<file path="config.mk">
export PLATFORM = sky130hd
export DESIGN_NAME = seg_scan_decoder
export DESIGN_NICKNAME = d
export VERILOG_FILES = /design/src/rtl/seg_scan_pkg.sv /design/src/rtl/seg7_decode.sv /design/src/rtl/seg_scan_decoder.sv
export SDC_FILE = /design/constraint.sdc
export NUM_CORES = 1
export LEC_CHECK = 0
export BUFFER_PORTS_ARGS = -buffer_cell sky130_fd_sc_hd__buf_2
export CORE_MARGIN = 3
export CORE_UTILIZATION = 40
export CTS_BUF_LIST = sky130_fd_sc_hd__clkbuf_16
export CTS_CLUSTER_DIAMETER = 60
export DETAILED_ROUTE_END_ITERATION = 12
export GPL_ROUTABILITY_DRIVEN = 0
export HOLD_SLACK_MARGIN = 0.08
export PLACE_DENSITY = 0.61
export SYNTH_ARGS = -nofsm -noshare
export SYNTH_HDL_FRONTEND = slang
export SYNTH_HIERARCHICAL = 1
export SYNTH_SLANG_ARGS = --single-unit
</file>
<file path="constraint.sdc">
create_clock -name ck -period 2.7 [get_ports ck]
set_input_delay 0.54 -clock ck [delete_from_list [all_inputs] [get_ports ck]]
set_output_delay 0.54 -clock ck [all_outputs]
set_load 0.1 [all_outputs]
</file>
<file path="src/rtl/seg_scan_pkg.sv">
// seg_scan_pkg: segment patterns, digit indices and decode helpers for seg_scan_decoder
package seg_scan_pkg;
  localparam int ONES = 0;
  localparam int TENS = 1;
  localparam int HUNDREDS = 2;
  localparam int THOUSANDS = 3;
  localparam logic [6:0] SEG_BLANK = 7'h00;
  // Index n holds the {g,f,e,d,c,b,a} pattern of hex digit n.
  localparam logic [15:0][6:0] SEG_PAT = {
    7'h71, 7'h79, 7'h5E, 7'h39, 7'h7C, 7'h77, 7'h6F, 7'h7F,
    7'h07, 7'h7D, 7'h6D, 7'h66, 7'h4F, 7'h5B, 7'h06, 7'h3F
  };
  typedef struct packed {
    logic       hit;
    logic       blank;
    logic [3:0] value;
  } dec_t;
  function automatic dec_t seg_decode(input logic [6:0] p);
    dec_t d;
    d = '{hit: p == SEG_BLANK, blank: p == SEG_BLANK, value: 4'h0};
    for (int i = 0; i < 16; i++)
      if (p == SEG_PAT[i]) d = '{hit: 1'b1, blank: 1'b0, value: 4'(i)};
    return d;
  endfunction
  function automatic logic one_hot(input logic [3:0] v);
    return v != 4'h0 && (v & (v - 4'h1)) == 4'h0;
  endfunction
endpackage

</file>
<file path="src/rtl/seg7_decode.sv">
// seg7_decode: seven-segment pattern to {hit, blank, value}
module seg7_decode
  import seg_scan_pkg::*;
(
  input  logic [6:0] pat_i,
  output logic       hit_o,
  output logic       blank_o,
  output logic [3:0] value_o
);
  assign {hit_o, blank_o, value_o} = seg_decode(pat_i);
endmodule

</file>
<file path="src/rtl/seg_scan_decoder.sv">
// seg_scan_decoder: samples a multiplexed 4-digit display scan and commits stable digits
module seg_scan_decoder
  import seg_scan_pkg::*;
#(
  parameter int STABLE_CNT = 2,
  parameter int SETTLE = 4,
  parameter int TIMEOUT_W = 16
) (
  input  logic        ck,
  input  logic        rst,
  input  logic [3:0]  s,
  input  logic [7:0]  seg,
  output logic [15:0] digits,
  output logic [3:0]  dp,
  output logic [3:0]  digit_valid,
  output logic        frame_valid,
  output logic        upd,
  output logic        err_sel,
  output logic        err_pat,
  output logic        stale
);
  localparam int CW = $clog2(STABLE_CNT + 1);
  localparam int SW = $clog2(SETTLE + 1);
  logic [3:0] s_m_q, s_q, prev_s_q;
  logic [7:0] seg_m_q, seg_q;
  logic [SW-1:0] set_q, set_d;
  logic [TIMEOUT_W-1:0] wd_q, wd_d;
  logic sampled_q, sampled_d;
  logic chg, sample_pt, take, wd_sat, hit, blank;
  logic [3:0] value;
  logic [15:0] digits_d;
  logic [3:0] dp_d, dv_d;
  seg7_decode u_dec (.pat_i(seg_q[6:0]), .hit_o(hit), .blank_o(blank), .value_o(value));
  always_comb begin
    chg = s_q != prev_s_q;
    sample_pt = !chg && !sampled_q && set_q == SW'(SETTLE - 1);
    take = sample_pt && one_hot(s_q);
    set_d = chg ? '0 : (set_q == SW'(SETTLE) ? set_q : set_q + SW'(1));
    sampled_d = !chg && (sampled_q || sample_pt);
    wd_d = chg ? '0 : (&wd_q ? wd_q : wd_q + TIMEOUT_W'(1));
    wd_sat = &wd_d && !(&wd_q);
  end
  // sampled_q resets high so nothing is sampled until a select change is seen after reset
  always_ff @(posedge ck) begin
    if (rst) begin
      s_m_q <= '0;
      s_q <= '0;
      prev_s_q <= '0;
      seg_m_q <= '0;
      seg_q <= '0;
      set_q <= '0;
      sampled_q <= 1'b1;
      wd_q <= '0;
      digits <= '0;
      dp <= '0;
      digit_valid <= '0;
      frame_valid <= 1'b0;
      upd <= 1'b0;
      err_sel <= 1'b0;
      err_pat <= 1'b0;
    end else begin
      s_m_q <= s;
      s_q <= s_m_q;
      prev_s_q <= s_q;
      seg_m_q <= seg;
      seg_q <= seg_m_q;
      set_q <= set_d;
      sampled_q <= sampled_d;
      wd_q <= wd_d;
      digits <= digits_d;
      dp <= dp_d;
      digit_valid <= wd_sat ? '0 : dv_d;
      frame_valid <= !wd_sat && &dv_d;
      upd <= wd_sat || {digits_d, dp_d, dv_d} != {digits, dp, digit_valid};
      err_sel <= sample_pt && !one_hot(s_q);
      err_pat <= take && !hit;
    end
  end
  assign stale = &wd_q;
  for (genvar i = ONES; i <= THOUSANDS; i++) begin : g_dig
    logic [3:0] cv_q;
    logic cdp_q, cbl_q, hit_i, commit;
    logic [CW-1:0] cnt_q;
    assign hit_i = take && s_q[i];
    assign commit = cnt_q == CW'(STABLE_CNT);
    always_ff @(posedge ck) begin
      if (rst) begin
        cv_q <= '0;
        cdp_q <= 1'b0;
        cbl_q <= 1'b0;
        cnt_q <= '0;
      end else if (wd_sat || (hit_i && !hit)) begin
        cnt_q <= '0;
      end else if (hit_i) begin
        cv_q <= value;
        cdp_q <= seg_q[7];
        cbl_q <= blank;
        cnt_q <= {cv_q, cdp_q, cbl_q} != {value, seg_q[7], blank} ? CW'(1) :
                 commit ? cnt_q : cnt_q + CW'(1);
      end
    end
    // A committed digit keeps following its candidate, which only changes when the count restarts.
    assign digits_d[4*i +: 4] = commit ? cv_q : digits[4*i +: 4];
    assign dp_d[i] = commit ? cdp_q : dp[i];
    assign dv_d[i] = commit ? !cbl_q : digit_valid[i];
  end
endmodule
</file>
==> key figures <==
Run status
  – Outcome: completed

Synthesis
  – Post-synth cell types: 61
  – Flops & latches, synth: around 110
  – Post-synthesis sequential area ratio: just over 40%
  – Syn_area_per_cell: 9.30 um^2
  – Warnings, synthesis: 6
  – Syn Nets: a little under 600
  – Ys flop type: dfxtp_1
  – Post-synth ARST share: 0%
  – Area leader, netlist: dfxtp_1
  – Number of flops mapped to enable cells by yosys: 0
  – Synth Instances: between 500 and 600
  – Synth top cells by count: dfxtp_1 (108), nor2_1 (52), nand2_1 (51)
  – Syn Std Cell Area: around 5300 um^2
  – Largest cells by area after synthesis: dfxtp_1 (41%), mux2i_1 (9.2%), xnor2_1 (5.9%), xor2_1 (4.8%), nor2_1 (3.7%)
  – Synth top area share: 40.6%
  – Most common cell in the netlist: dfxtp_1

Timing
  – Max Slew Vio Count: 0
  – Setup_tns: 0 ps
  – Slew headroom: a little under 60%
  – RSZ-0062 raised after global routing: no
  – Fin crit share: between 90 and 100%
  – Endpoints failing setup: 0
  – F_max: approximately 390 MHz
  – Setup Skew: slightly above 10 ps
  – Final Hold Fails: 0
  – Fin crit period: ~2500 ps
  – Worst Max-Slew Pin Slew: about 630 ps

Power and ir drop
  – Switch Pwr: approximately 790 uW
  – Total power: approximately 3100 uW
  – Clk network pwr share: a little over two fifths
  – Worst VDD drop: roughly 420 uV
  – Share of power burned in registers: a little over half
  – Leakage: roughly 0.0025 uW
  – Power Density: approximately 500 nW/um^2
  – Gate power share: just under 6%
  – Sw Share: about 25%
  – Pint: around 2300 uW

Floorplan
  – Die area: around 15,000 um^2
  – I/O pins: 43
  – Core Area: 12,800 um^2
  – Starting Density: between 40% and 50%
  – Die width: approximately 120 um
  – Die H: around 120 um
  – Core Rows: 41

CTS
  – Clock transition at the registers of the reported paths: about 80 ps
  – Clk sinks: approximately 110
  – Max clock buf depth: 2
  – # hold bufs at CTS: 0
  – Depth of the CTS H-tree: 3
  – CTS root buf: clkbuf_16
  – Setup bufs post-CTS: 0
  – CTS tree: built
  – CTS Buf Count: 9
  – Clk Latency, worst-skew pair: 360 ps

Detailed routing
  – 1st-iter DRT viols: 194
  – DRT Pass-1 Iters: 5
  – Drt total wl: about 12 mm
  – Vias: between 4,000 and 5,000
  – Residual DRC count: 0
  – Wirelength per Cell: between 10 and 15 um
  – Vias per cell: approximately 5.2
  – Post-DRT Antenna Nets: 0

Placement
  – Placed Cells: 777
  – Port Buffers: 42
  – Detail Placement HPWL: roughly 8.5 mm
  – Placed Area: between 5000 and 6000 um^2

Critical path
  – Startpoint Class: register
  – Critical path peak fanout: 11
  – Most frequent CP cell: o21ai_0
  – Crit-path max cell delay: between 300 and 400 ps
  – WS Path Type: reg2reg
  – Beginning of the worst register-to-register path: seg_q[6]
  – CP endpoint kind: register
  – Crit-path cells: or2_2, a2111oi_2, o21ai_0, o21ai_0, buf_4, xnor2_1, nand4_1, nor3_2, nand3_1, a21bo_2, a21oi_1
  – Reg2reg path depth: 11
  – Largest delay contributor family on the critical path: compound AO/OA/AOI/OAI gates
  – Slowest-stage cell, CP: dfxtp_2
  – Critical Path AT: 2840 ps
  – Worst path required time: approximately 3000 ps
  – CP Buf/Inv Count: 1
  – R2r endpoint: g_dig[1].cnt_q[1]
  – Reg2reg setup slack: roughly 150 ps

Worst hold path
  – Hold endpoint: seg_m_q[2]
  – Hold Path Stages: 2
  – Hold Crit Class: in2reg
  – HP Start: seg[2]

Final layout
  – Antenna cell count: 0
  – Share of cells above drive strength 1: 20.0%
  – Footprint of the multi-input gates: 3030 um^2
  – Filler cell count: approximately 1,300
  – Area Overhead vs Synth: 15.5%
  – Core Util, Final: between 40 and 50%
  – Non-filler cells, final: roughly 790
  – Nets: roughly 640
  – Register Area: 2170 um^2
  – Final std cell area, no fill: 6150 um^2

Global routing
  – Gr usage total: between 10% and 20%
  – Vias in the first global route: just under 4,000
  – First-pass GRT wire length: about 19 mm
  – Largest net degree at the start of global routing: slightly above 50
  – Initial antenna violation count: 0
  – Global route overflow: 0

Job
  – Max-Cap Viols: 0
through the flow:
| step | hold slack, ps | worst slack (ps) |
|---|---|---|
| after global placement | 422 | 147 |
| after global routing | 382 | 0.709 |
| after CTS | 371 | 47.4 |
| after floorplan | 414 | 181 |
| final | 384 | 154 |
| after detailed placement | 425 | 18.1 |
metal layers:
metal / share of wire, % / vias to the layer above / GRT usage, %
li1: - / 2084 / -
met1: 46 / 1930 / 20.0
met2: 48 / 74 / 26.9
met3: 3.6 / 19 / 4.29
met4: 2.5 / 0 / 5.11
met5: 0 / - / 0
cell families after synthesis:
family                     after synthesis  share of synthesized area (%)
muxes                                   49                           9.21
adders and majority gates                8                           1.88
buffers and inverters                   48                           3.62
DFF                                    108                           40.6
and+or+nand+nor                        222                           21.8
AOI/OAI and AO/OA                       72                           11.9
xor gates and xnor gates                66                           11.0
power groups by stage:
stage / sequential, uW / clock, uW / combinational, uW
global route: 1650 / 1420 / 202
CTS: 1640 / 1350 / 180
floorplan: 1670 / 0 / 135
finish: 1640 / 1320 / 182
global placement: 1680 / 0 / 173
detailed placement: 1680 / 0 / 178
what timing repair did:
action	4_1_cts	5_1_grt
resized for setup	2	17
endpoints found under the setup margin	1	33
pin swaps	0	1
endpoints found under the hold margin	0	0
layout by cell type, fill, tap and decap left out, types with 10 or more instances in the layout:
master / n
xnor2_1: 36
mux2i_1: 49
nor2b_1: 25
buf_4: 20
nand2_1: 49
nor2_1: 51
nand3_1: 19
buf_2: 41
dfxtp_1: 103
inv_1: 17
xor2_1: 28
a21oi_1: 20
nand4_1: 14
nor3_1: 10
how the worst max path moves through the flow:
| stage | startpoint | endpoint | slack, ps | depth (start not counted) |
|---|---|---|---|---|
| 4_1_cts | seg_q[3] | g_dig[1].cnt_q[1] | 50 | 10 |
| 3_3_place_gp | seg_q[2] | g_dig[0].cnt_q[1] | 150 | 10 |
| 5_1_grt | seg_q[4] | g_dig[1].cnt_q[1] | 0.7 | 10 |
| 2_1_floorplan | seg_q[2] | g_dig[3].cnt_q[1] | 180 | 11 |
| 3_5_place_dp | seg_q[2] | g_dig[1].cnt_q[1] | 20 | 10 |
| 6_report | seg_q[6] | g_dig[1].cnt_q[1] | 150 | 11 |
sequential cells by signal, indices dropped and copies added (netlist names), 4 cells and up:
| name | flops |
|---|---|
| digits | 16 |
| g_dig.cv_q | 16 |
| wd_q | 16 |
| g_dig.cnt_q | 8 |
| seg_m_q | 8 |
| seg_q | 8 |
| digit_valid | 4 |
| dp | 4 |
| g_dig.cbl_q | 4 |
| g_dig.cdp_q | 4 |
| prev_s_q | 4 |
| s_m_q | 4 |
| s_q | 4 |
cell type report:
cell class,count,share of cell area (%)
timing repair buffer,62,6.10
multi-input combinational,417,49.3
clock inverter,7,1.06
clock buffer,9,3.66
tap,172,3.50
inverter,18,1.10
sequential,108,35.3
Note: power is estimated with default switching activity, not from simulation.
